<file path="src/rtl/parity_engine.sv">
// Parity generator plus a serial receive-frame parity checker with a sticky
// error flag and a saturating mismatch counter.
module parity_engine #(
    parameter int DATA_WIDTH = 8,
    parameter int ERR_CNT_W  = 8
) (
    input  logic                  clk,
    input  logic                  rst,
    input  logic                  par_en,
    input  logic [1:0]            PAR_TYP,
    input  logic [DATA_WIDTH-1:0] P_DATA,
    input  logic                  Data_Valid,
    output logic                  PAR_bit,
    output logic                  par_valid,
    input  logic                  frame_start,
    input  logic                  rx_bit,
    input  logic                  bit_valid,
    input  logic                  err_clr,
    output logic                  chk_done,
    output logic                  par_err,
    output logic                  par_err_sticky,
    output logic [ERR_CNT_W-1:0]  err_cnt
);

    localparam int CNT_W = $clog2(DATA_WIDTH + 1);
    localparam logic [CNT_W-1:0]     LAST_BIT = CNT_W'(DATA_WIDTH - 1);
    localparam logic [ERR_CNT_W-1:0] ERR_MAX  = {ERR_CNT_W{1'b1}};

    typedef enum logic [1:0] {IDLE, ACCUM, WAIT_PAR} state_t;

    // Parity of a data set given its XOR-reduction and the parity mode.
    function automatic logic f_parity(input logic xr, input logic [1:0] typ);
        case (typ)
            2'b00:   return xr;
            2'b01:   return ~xr;
            2'b10:   return 1'b1;
            default: return 1'b0;
        endcase
    endfunction

    state_t               r_state;
    state_t               w_next_state;
    logic                 r_par_bit;
    logic                 r_par_valid;
    logic                 r_acc;
    logic [CNT_W-1:0]     r_cnt;
    logic [1:0]           r_mode;
    logic                 r_chk_done;
    logic                 r_par_err;
    logic                 r_sticky;
    logic [ERR_CNT_W-1:0] r_err_cnt;
    logic                 w_restart;
    logic                 w_accum_bit;
    logic                 w_check;
    logic                 w_mismatch;

    // NOTE: clocked state uses non-blocking assignments so every register
    // samples pre-edge values regardless of statement order.
    always_ff @(posedge clk) begin
        if (rst) begin
            r_par_bit   <= 1'b0;
            r_par_valid <= 1'b0;
        end else begin
            r_par_valid <= 1'b0;
            if (par_en && Data_Valid) begin
                r_par_bit   <= f_parity(^P_DATA, PAR_TYP);
                r_par_valid <= 1'b1;
            end
        end
    end

    always_ff @(posedge clk) begin
        if (rst) r_state <= IDLE;
        else     r_state <= w_next_state;
    end

    // NOTE: every always_comb output gets a default first so no path infers a latch.
    always_comb begin
        w_next_state = r_state;
        w_restart    = par_en && frame_start;
        w_accum_bit  = 1'b0;
        w_check      = 1'b0;
        w_mismatch   = 1'b0;
        if (!par_en) begin
            w_next_state = IDLE;
        end else if (frame_start) begin
            w_next_state = ACCUM;
        end else begin
            case (r_state)
                ACCUM: begin
                    w_accum_bit = bit_valid;
                    if (bit_valid && r_cnt == LAST_BIT) w_next_state = WAIT_PAR;
                end
                WAIT_PAR: begin
                    w_check    = bit_valid;
                    w_mismatch = bit_valid && (rx_bit != f_parity(r_acc, r_mode));
                    if (bit_valid) w_next_state = IDLE;
                end
                default: w_next_state = IDLE;
            endcase
        end
    end

    always_ff @(posedge clk) begin
        if (rst) begin
            r_acc      <= 1'b0;
            r_cnt      <= '0;
            r_mode     <= 2'b00;
            r_chk_done <= 1'b0;
            r_par_err  <= 1'b0;
            r_sticky   <= 1'b0;
            r_err_cnt  <= '0;
        end else begin
            r_chk_done <= w_check;
            r_par_err  <= w_mismatch;
            if (w_restart) begin
                r_acc  <= 1'b0;
                r_cnt  <= '0;
                r_mode <= PAR_TYP;
            end else if (w_accum_bit) begin
                r_acc <= r_acc ^ rx_bit;
                r_cnt <= r_cnt + 1'b1;
            end
            // A clear coinciding with a mismatch wins; the par_err strobe still fires.
            if (err_clr) begin
                r_sticky  <= 1'b0;
                r_err_cnt <= '0;
            end else if (w_mismatch) begin
                r_sticky <= 1'b1;
                if (r_err_cnt != ERR_MAX) r_err_cnt <= r_err_cnt + 1'b1;
            end
        end
    end

    assign PAR_bit        = r_par_bit;
    assign par_valid      = r_par_valid;
    assign chk_done       = r_chk_done;
    assign par_err        = r_par_err;
    assign par_err_sticky = r_sticky;
    assign err_cnt        = r_err_cnt;

endmodule

</file>
<file path="config.mk">
export PLATFORM = sky130hd
export DESIGN_NAME = parity_engine
export DESIGN_NICKNAME = d
export VERILOG_FILES = /design/src/rtl/parity_engine.sv
export SDC_FILE = /design/constraint.sdc
export NUM_CORES = 1
export LEC_CHECK = 0
export BUFFER_PORTS_ARGS = -buffer_cell sky130_fd_sc_hd__clkbuf_2
export CORE_ASPECT_RATIO = 1.4
export CORE_MARGIN = 2
export CORE_UTILIZATION = 49
export DETAILED_ROUTE_END_ITERATION = 7
export PLACE_DENSITY = 0.76
export RECOVER_POWER = 50
export SYNTH_ARGS = -nofsm -noshare
export SYNTH_HDL_FRONTEND = slang
export SYNTH_SLANG_ARGS = --single-unit
</file>
<file path="constraint.sdc">
create_clock -name clk -period 2.8 [get_ports clk]
set_clock_uncertainty 0.05 [all_clocks]
set_input_delay 0.28 -clock clk [delete_from_list [all_inputs] [get_ports clk]]
set_output_delay 0.28 -clock clk [all_outputs]
set_load 0.02 [all_outputs]
</file>
== Word-level counts from Yosys, hierarchy flattened ==
Cells that the tools add are included.
Word-level totals
  output and inout port bits: 13
  word-level logic and storage cells: 62
  flip-flop bits (word level): 22
  bits of input ports: 18
Operators by class
  eq/ne operators: 13
  reduce and logical (&&, ||, !) cells: 15
  bitwise logic cells: 5
  mux-type cells: 16
  add/sub/neg operators: 2
Operator list (number)
  $mux 1: 11
  $add 8x1->8 const B: 1
  $ne 8x8->1 const B: 1
  $reduce_xor 8->1: 1
  $eq 2x1->1 const B: 3
  $eq 2x2->1 const B: 3
  $ne 3x3->1 const B: 2
  $pmux 1 s3: 2
  $reduce_and 2->1: 3
  $reduce_or 2->1: 3
  $add 4x1->4 const B: 1
  $eq 4x3->1 const B: 1
  $logic_and 1x1->1: 4
  $logic_not 2->1: 2
  $mux 2: 2
  $ne 2x2->1 const B: 2
  $not 1->1: 4
  $pmux 2 s2: 1
  $reduce_or 4->1: 1
  $reduce_or 3->1: 1
  $ne 1x1->1: 1
  $xor 1x1->1: 1

== Longest topological paths before layout ==
  word-level depth: 11
  mapped depth: 6
  depth with buffers taken out: 5

== Worst setup path after synthesis ==
Ideal clock, no wire load.
  path kind: reg-to-reg
  start point: reg r_state[1]
  end point: reg r_err_cnt[7] (netlist: err_cnt[7])
  path buffers: 1
  library setup time: 0.070 ns
  stages on the path, launching flop included: 7
  path slack: 0.828 ns
  period minus slack after synthesis: 1.972 ns
  data arrival time: 1.852 ns
  path through: dfxtp_1 -> or2b_1 -> or2_0 -> clkbuf_2 -> or3_4 -> or4_1 -> a21oi_1
On the way
  cells in the longest elaborated chain, start to end: 5
Ends and longest elaborated chain
  start: declaration: RTL line 41  | state_t r_state;
  start signal: assignment: RTL line 74  | else r_state <= w_next_state;
  $eq 2x2->1: RTL line 89  | case (r_state)
  $mux 1: RTL line 89
  $mux 1: RTL line 86  | end else if (frame_start) begin
  $mux 1: RTL line 84  | if (!par_en) begin
  $reduce_and 2->1 (no line)
  end signal: assignment: RTL line 130  | if (r_err_cnt != ERR_MAX) r_err_cnt <= r_err_cnt + 1'b1;
  end: declaration: RTL line 51  | logic [ERR_CNT_W-1:0] r_err_cnt;
Every way passes these cells.
A chain may end at the register's enable or synchronous reset.

== Worst setup path after layout ==
Ends and elaborated chain as after synthesis.

==> metrics.md <==
| Metric | Value |
|---|---|
| Synth warn | `0` |
| Cells on worst reg2reg path | `5` |
| Fmax | `approximately 470 MHz` |
| Max clock buf depth | `2` |
| Fillers | `196` |
| CTS root buf | `clkbuf_4` |
| IO buf count | `30` |
| Post-Syn Area | `1040 um^2` |
| Die Area | `2520 um^2` |
| Die Height | `58.6 um` |
| DRT met1 WL | `about 860 um` |
| Placed inst area | `1210 um^2` |
| CP bufs+invs | `0` |
| Commonest non-fill, non-tap cell in the layout | `dfxtp_1` |
| Metal2 WL | `around 1.2 mm` |
| Htree depth | `1` |
| Global-route wire length before repair | `around 3.7 mm` |
| Crit-path cells | `or2b_1 -> or2_0 -> or3_4 -> or4_1 -> a21oi_1` |
| Starting Density | `0.523` |
| Worst-path clk slew | `0.12 ns` |
| Die W | `43.0 um` |
| Vias in the first global route | `918` |
| Post-CTS Setup Inserts | `0` |
| Final Power | `0.629 mW` |
| DR vias | `slightly below 1000` |
| Mapped Cells | `approximately 120` |
| Num Clock Sinks | `22` |
| Net count after synthesis | `between 100 and 150` |
| RSZ-0062 raised after global routing | `false` |
| Main synth FF type | `dfxtp_1` |
| Area Growth Syn to Fin | `19.4%` |
| Cell count after placement | `approximately 170` |
| Num ports | `31` |
| Fin. Hold Viols | `0` |
| Grt ovf | `0` |
| Worst path max stage delay | `0.48 ns` |
| Hold path depth | `3` |
| Clock Latency Late Sink | `approximately 0.31 ns` |
| Final Max Tran Viols | `0` |
| Setup_tns | `0 ns` |
| Final layout net count | `170` |
| GRT Total Usage | `0.189` |
| Post-synth EDFFs | `0` |
| Sequential area share after synthesis | `0.422` |
| Outcome | `complete, no violations` |
| Initial antenna violation count | `0` |
| Number of detailed-route iterations in the first pass | `4` |
| Core area | `around 2000 um^2` |
| 1st-iter DRT viols | `19` |
| Crit path max-delay family | `simple AND/OR/NAND/NOR gates` |
| Crit path kind | `flop to flop` |
| Vias/cell | `5.74` |
| Share of post-route cells with drive strength above 1 | `0.188` |
| PwrDens | `504 nW/um^2` |
| Syn avg cell area | `just under 9 um^2` |
| Hold-fix buffers, CTS | `0` |
| Drt drc | `0` |
| GP Congestion | `0.864` |
| Yosys reg bits | `22` |
| Yosys cell types | `40` |
| Leakage | `0.464 nW` |
| ANT cells | `0` |
| Final setup vio count | `0` |
| Wire per inst | `12.9 um` |
| Final Cycle Share | `0.758` |
| Worst Tran Pin Value | `0.686 ns` |
| DRT antenna net count | `0` |
| Synth async-reset ratio | `0` |
| Maximum VDD drop | `between 0.0003 and 0.0004 V` |
| Worst EP arrival | `2.32 ns` |
| CTS buffer count | `3` |
| Met3 WL | `~90 um` |
| Post-layout instance count excluding filler cells | `170` |
| Final wirelength | `~2.2 mm` |
| Crit start category | `flop` |
| Dpl hpwl | `1.69 mm` |
| Maxcap violations | `0` |
| Critical path fanouts, max | `7` |
| Most frequent cells in the layout | `dfxtp_1, clkbuf_2, nor2_1` |
| Num rows | `19` |
| Design area | `1250 um^2` |
| Worst Setup End Kind | `flop` |
| Post-CTS sizing | `0` |
| Post-route minimum period | `between 2 and 2.5 ns` |
| Highest Signal Layer | `met4` |
| TritonCTS clock tree | `built` |
| Levels on crit path | `5` |
| Largest net degree at the start of global routing | `14` |
| HP Class | `primary input to flop` |
| CP max-delay cell | `or4_1` |
| Max-slew headroom | `0.539` |
| Worst EP required | `roughly 3.0 ns` |
## report_power, final
part / total (mW) / internal (mW) / switching [mW]
Sequential: 0.320 / 0.318 / 0.00243
Clock: 0.245 / 0.145 / 0.100
Combinational: 0.0642 / 0.0291 / 0.0350
## worst register-to-register path, cell delays in order, from the launching register on
cell and delay [ns]:
dfxtp_1 0.36, or2b_1 0.25, or2_0 0.33, or3_4 0.46, or4_1 0.48, a21oi_1 0.15
## through the flow
step / utilization / worst slack (ns) / hold slack, ns
3_3_place_gp: 0.605 / 0.746 / 0.399
5_1_grt: 0.625 / 0.577 / 0.206
4_1_cts: 0.632 / 0.687 / 0.197
6_report: 0.625 / 0.677 / 0.201
2_1_floorplan: - / 0.828 / 0.377
3_5_place_dp: 0.605 / 0.685 / 0.419
## cells in the mapped netlist (2+ instances only)
master,instances,area share
dfxtp_1,22,0.42
nor2_1,17,0.061
nand2_1,12,0.043
xnor2_1,12,0.10
a21oi_1,5,0.024
nand3_1,4,0.019
xor2_1,4,0.034
nor3_1,3,0.014
a31oi_1,2,0.012
and4_1,2,0.017
ha_1,2,0.024
inv_1,2,0.0072
mux2i_1,2,0.019
nand4b_1,2,0.017
nor4b_1,2,0.017
## per-layer routing
metal	global-route usage	vias to the layer above
met4	0.113	0
met3	0.0215	6
met1	0.197	454
met5	0	-
li1	-	481
met2	0.355	35
## cell families (layout without fill, tap and decap cells)
family                   Yosys count  count (layout)  synth area share
adder cells (fa/ha/maj)            2               2            0.0239
multiplexers                       2               2            0.0192
AO/OA/AOI/OAI                     14              14            0.0862
AND/OR/NAND/NOR                   57              57             0.296
flip-flops                        22              22             0.422
XOR/XNOR                          16              16             0.134
buffers and inverters              5              36            0.0192
## cell type report
type	instances	area, um^2	share of cell area
clock buffer	3	22.5	0.0181
clock inverter	1	30.0	0.0241
inverter	2	7.51	0.00602
multi-input combinational	91	584	0.468
sequential	22	440	0.353
tap	21	26.3	0.0211
timing repair buffer	30	136	0.109
## path summary, 6_finish.rpt
path	from	to	slack (ns)
hold / removal	err_clr	err_cnt[5]	0.20
setup reg to reg	r_state[1]	err_cnt[7]	0.68
hold reg to reg	par_err_sticky	par_err_sticky	0.44
setup / recovery	r_state[1]	err_cnt[7]	0.68
## sequential cells by signal, summed over array words and instances, names as in the netlist
| signal | cells |
|---|---|
| r_cnt | 4 |
| par_valid | 1 |
| err_cnt | 8 |
| r_mode | 2 |
| PAR_bit | 1 |
| r_state | 2 |
| r_acc | 1 |
| par_err_sticky | 1 |
| par_err | 1 |
| chk_done | 1 |
No activity file was read; power rests on OpenSTA's default activity.
